**config.mk**
```make
export PLATFORM = sky130hd
export DESIGN_NAME = pipe_stage_buf
export DESIGN_NICKNAME = d
export VERILOG_FILES = /design/src/rtl/pipe_stage_buf.sv
export SDC_FILE = /design/constraint.sdc
export NUM_CORES = 1
export LEC_CHECK = 0
export CAP_MARGIN = 15
export CELL_PAD_IN_SITES_DETAIL_PLACEMENT = 1
export CELL_PAD_IN_SITES_GLOBAL_PLACEMENT = 1
export CORE_MARGIN = 2
export CORE_UTILIZATION = 39
export CTS_CLUSTER_SIZE = 28
export DETAILED_ROUTE_END_ITERATION = 10
export GPL_TIMING_DRIVEN = 0
export HOLD_SLACK_MARGIN = 0.08
export PLACE_DENSITY = 0.81
export SKIP_LAST_GASP = 1
export SLEW_MARGIN = 20
export SYNTH_ARGS = -nofsm -noshare
export SYNTH_HDL_FRONTEND = slang
export SYNTH_SLANG_ARGS = --single-unit
```
**constraint.sdc**
```tcl
create_clock -name clk -period 16.7 [get_ports clk]
set_input_delay 3.34 -clock clk [delete_from_list [all_inputs] [get_ports clk]]
set_output_delay 3.34 -clock clk [all_outputs]
set_load 0.05 [all_outputs]
```
**src/rtl/pipe_stage_buf.sv**
```systemverilog
// Two-entry elastic pipeline register with a skid slot, flush and a
// saturating backpressure counter. in_ready depends only on registered state.
module pipe_stage_buf #(
  parameter int CTRL_W = 5,
  parameter int DATA_W = 197,
  parameter int CNT_W  = 16
) (
  input  logic              clk,
  input  logic              reset,
  input  logic              in_valid,
  output logic              in_ready,
  input  logic [CTRL_W-1:0] in_ctrl,
  input  logic [DATA_W-1:0] in_data,
  output logic              out_valid,
  input  logic              out_ready,
  output logic [CTRL_W-1:0] out_ctrl,
  output logic [DATA_W-1:0] out_data,
  input  logic              flush,
  output logic [CNT_W-1:0]  stall_cnt
);

  typedef enum logic [1:0] {
    EMPTY = 2'd0,
    HALF  = 2'd1,
    FULL  = 2'd2
  } state_t;

  state_t              state_q, state_d;
  logic [CTRL_W-1:0]   main_ctrl_q, main_ctrl_d;
  logic [DATA_W-1:0]   main_data_q, main_data_d;
  logic [CTRL_W-1:0]   skid_ctrl_q, skid_ctrl_d;
  logic [DATA_W-1:0]   skid_data_q, skid_data_d;
  logic [CNT_W-1:0]    stall_cnt_q, stall_cnt_d;
  logic                accept;
  logic                pop;

  // Handshake outputs come straight from state; out_ctrl is zeroed when idle
  // so a stale control word can never look like a live write or branch.
  always_comb begin
    in_ready  = (state_q != FULL);
    out_valid = (state_q != EMPTY);
    out_ctrl  = out_valid ? main_ctrl_q : '0;
    out_data  = main_data_q;
    stall_cnt = stall_cnt_q;
    accept    = in_valid && in_ready;
    pop       = out_valid && out_ready;
  end

  // Next-state and slot movement; flush overrides every other event.
  always_comb begin
    state_d     = state_q;
    main_ctrl_d = main_ctrl_q;
    main_data_d = main_data_q;
    skid_ctrl_d = skid_ctrl_q;
    skid_data_d = skid_data_q;
    if (flush) begin
      state_d = EMPTY;
    end else begin
      unique case (state_q)
        EMPTY: begin
          if (accept) begin
            main_ctrl_d = in_ctrl;
            main_data_d = in_data;
            state_d     = HALF;
          end
        end
        HALF: begin
          if (accept && pop) begin
            main_ctrl_d = in_ctrl;
            main_data_d = in_data;
          end else if (accept) begin
            skid_ctrl_d = in_ctrl;
            skid_data_d = in_data;
            state_d     = FULL;
          end else if (pop) begin
            state_d = EMPTY;
          end
        end
        FULL: begin
          if (pop) begin
            main_ctrl_d = skid_ctrl_q;
            main_data_d = skid_data_q;
            state_d     = HALF;
          end
        end
        default: state_d = EMPTY;
      endcase
    end
  end

  // Count cycles where the head is held by downstream, saturating at all-ones.
  always_comb begin
    stall_cnt_d = stall_cnt_q;
    if (out_valid && !out_ready && !flush && (stall_cnt_q != {CNT_W{1'b1}})) begin
      stall_cnt_d = stall_cnt_q + CNT_W'(1);
    end
  end

  // State and slot registers; reset clears everything immediately.
  always_ff @(posedge clk or posedge reset) begin
    if (reset) begin
      state_q     <= EMPTY;
      main_ctrl_q <= '0;
      main_data_q <= '0;
      skid_ctrl_q <= '0;
      skid_data_q <= '0;
      stall_cnt_q <= '0;
    end else begin
      state_q     <= state_d;
      main_ctrl_q <= main_ctrl_d;
      main_data_q <= main_data_d;
      skid_ctrl_q <= skid_ctrl_d;
      skid_data_q <= skid_data_d;
      stall_cnt_q <= stall_cnt_d;
    end
  end

endmodule

```
==> results.yml <==
pwr:
  p_leak_nw: 11.5
  ir_drop_mv: 0.0983
  p_per_area_nw_per_um2: 136
  total_power_mw: 3.41
yosys:
  syn-cell-area_sq_um: 18400
  synth-compound-area-share_pct: 0.123
  synth_xor_area_share_pct: 0.620
  yosys_warnings: 0
  yosys.area_share.simple_pct: 14.2
  muxShareOfSynthArea_pct: 25.0
  syn_inst: 1605
  synthAdderAreaFrac_pct: 0.0681
  postSynthNetCount: 1813
  synth-seq-cells: 422
  synth_area_per_cell_sq_um: 11.4
  synth_seq_area_share_pct: 57.5
  synth_top_family_by_area: "multiplexers"
  synth_cell_type_count: 35
placed_design:
  gp_congestion: 0.831
  dpl.hpwl_um: 41200
  placedCellCount: 2643
  place_worst_setup_slack_ns: 10.56
  port_buffers: 426
global_route:
  grt_use_total_pct: 23.2
  use_met3_pct: 7.57
  grt-busiest-layer: "met2"
  grt_pass1_vias: 15500
  grt_use_met2_pct: 40.3
  antenna_found_initial: 10
  grt_max_degree: 106
  grt_pass1_wl_um: 89700
  grtUsageMet1_pct: 27.3
  grt.overflow.total: 0
clocking:
  clkLatencyLatePin_ns: 0.57
  htreeDepth: 2
  hold_buffers: 0
  path_clk_slew_ns: 0.06
  numCtsBuffers: 48
  cts_tree: "yes"
  clock-sinks: 422
  post_cts_buffers: 0
  clockBufferDepth: 3
  ctsResizeCount: 0
  clock_tree.root_cell: "clkbuf_16"
floorplanning:
  fp.dieArea_sq_um: 48900
  core_area_sq_um: 46600
  io_pins: 427
  start_util_pct: 39.5
  std_cell_rows: 79
  die_height_um: 221
  die_w_um: 221
critical_path:
  start_kind: "register"
  critPathKind: "register to output pin"
  critPathMaxFanout: 10
  arrival_ns: 2.83
  r2r_start: "state_q[1]"
  crit_required_ns: 13.36
  reg2reg_to: "skid_data_q[105]"
  cp-end-kind: "output pin"
  r2r_setup_slack_ns: 14.14
  ff2ff_path_depth: 5
layout:
  drive_gt1_share_pct: 17.0
  stdcell_count: 2732
  fillCellCount: 4920
  area_growth_pct: 36.2
  nets: 2294
sta:
  setup_slack_ns: 10.53
  slew_headroom_pct: 37.9
  post-route-period-util_pct: 36.9
  max_freq_mhz: 162
  finClkSkew_ns: 0.0145
  finalSetupTns_ns: 0
  finalSetupViolCount: 0
  slew_violations: 0
  timing.hold.ws_ns: 0.485
  period_minus_slack_ns: 6.17
  worst-slew-pin-transition_ns: 0.932
  rsz0062_at_grt: "false"
  finalHoldViolCount: 0
worst_hold_path:
  hold_class: "register to register"
  hp-start: "out_data[166]"
  min_to: "out_data[166]"
  hold_depth: 1
detailed_routing:
  drtIter0Drc: 663
  via_per_inst: 5.05
  drc: 0
  wl_per_cell_um: 20.6
  drtAntennaViolNets: 0
  wl_um: 56300
  drt-pass1-iter-count: 6
  dr_total_vias: 13800
job:
  max-cap-violations: 0
status:
  status: "finished clean"
## critical path, stage by stage, from the launching register on
cell and delay [ns]:
dfrtp_1 0.44, nor2b_1 0.16, buf_2 0.18, inv_2 0.13, clkbuf_1 0.43, clkdlybuf4s50_1 0.90
## report_power, final
part | switching (mW) | leakage [nW] | internal (mW)
registers | 0.140 | 5.08 | 1.27
clock network | 0.418 | 0.722 | 0.581
logic | 0.600 | 5.66 | 0.407
## per-stage QoR
step	util, %	instance area [sq um]
detailed placement	50.6	23500
global placement	50.3	23400
global route	53.7	25000
finish	53.7	25000
floorplan	-	18400
CTS	53.7	25000
## final cells by class
type / instances / area (sq um) / area share [%]
flip-flops and latches: 422 / 10600 / 42.2
diodes: 6 / 15.0 / 0.0600
inverters: 4 / 22.5 / 0.0900
multi-input cells: 1088 / 7350 / 29.4
plain buffers: 91 / 450 / 1.80
well taps: 607 / 759 / 3.04
clock buffers: 75 / 1420 / 5.69
repair buffers: 431 / 4400 / 17.6
clock inverters: 8 / 42.5 / 0.170
## worst max path at each step
stage,end,from
after global routing,in_ready,state_q[1]
final,in_ready,state_q[1]
after global placement,out_data[115],reset
after floorplan,main_ctrl_q[0],reset
after CTS,in_ready,state_q[1]
after detailed placement,skid_data_q[105],out_ready
## sequential cells by signal, indices dropped and copies added, names as in the netlist
register     count
stall_cnt       16
main_ctrl_q      5
skid_ctrl_q      5
skid_data_q    197
out_data       197
state_q          2
## routing by layer
metal | part of all wire (%) | vias up
met5 | 0.10 | -
met4 | 2.9 | 8
met3 | 7.5 | 104
met2 | 50 | 379
met1 | 40 | 7060
li1 | - | 6252
## cells by family after synthesis
| kind of cell | count (synthesis) |
|---|---|
| multiplexers | 408 |
| flip-flops | 422 |
| AO/OA/AOI/OAI | 4 |
| adder cells (fa/ha/maj) | 1 |
| AND/OR/NAND/NOR | 662 |
| XOR/XNOR | 13 |
| buffers and inverters | 95 |
## cells in the mapped netlist (all sizes together)
cell type  count  share of area, %
mux2i          2              0.11
clkbuf        32              0.65
or3            3              0.10
xnor2          1             0.048
mux2         406                25
dfrtp        422                57
a21oi          2             0.054
and2           1             0.034
or2            2             0.068
o21ai          1             0.027
nor3b          1             0.041
inv            4             0.082
and4           1             0.048
nand2        614                13
nor2           9              0.18
nor4           6              0.32
nand3          6              0.16
o21bai         1             0.041
nor3           6              0.16
nor2b          7              0.24
xor2          12              0.57
nand4          3              0.10
ha             1             0.068
or3b           1             0.048
nor4b          2              0.13
buf           59               1.8
## cells in the final DEF (no fill, tap or decap), types with 5 or more instances in the layout
cell type and n:
nand3_1 6, clkbuf_1 48, clkbuf_8 10, nand2_1 614
mux2_1 181, buf_2 42, nor2b_1 7, buf_4 13
buf_16 5, xor2_1 12, nor2_1 9, dfrtp_1 422
mux2_2 225, diode_2 6, clkinv_2 7, clkdlybuf4s50_1 426
nor3_1 6, clkbuf_16 49
(Power assumes the default switching activity.)
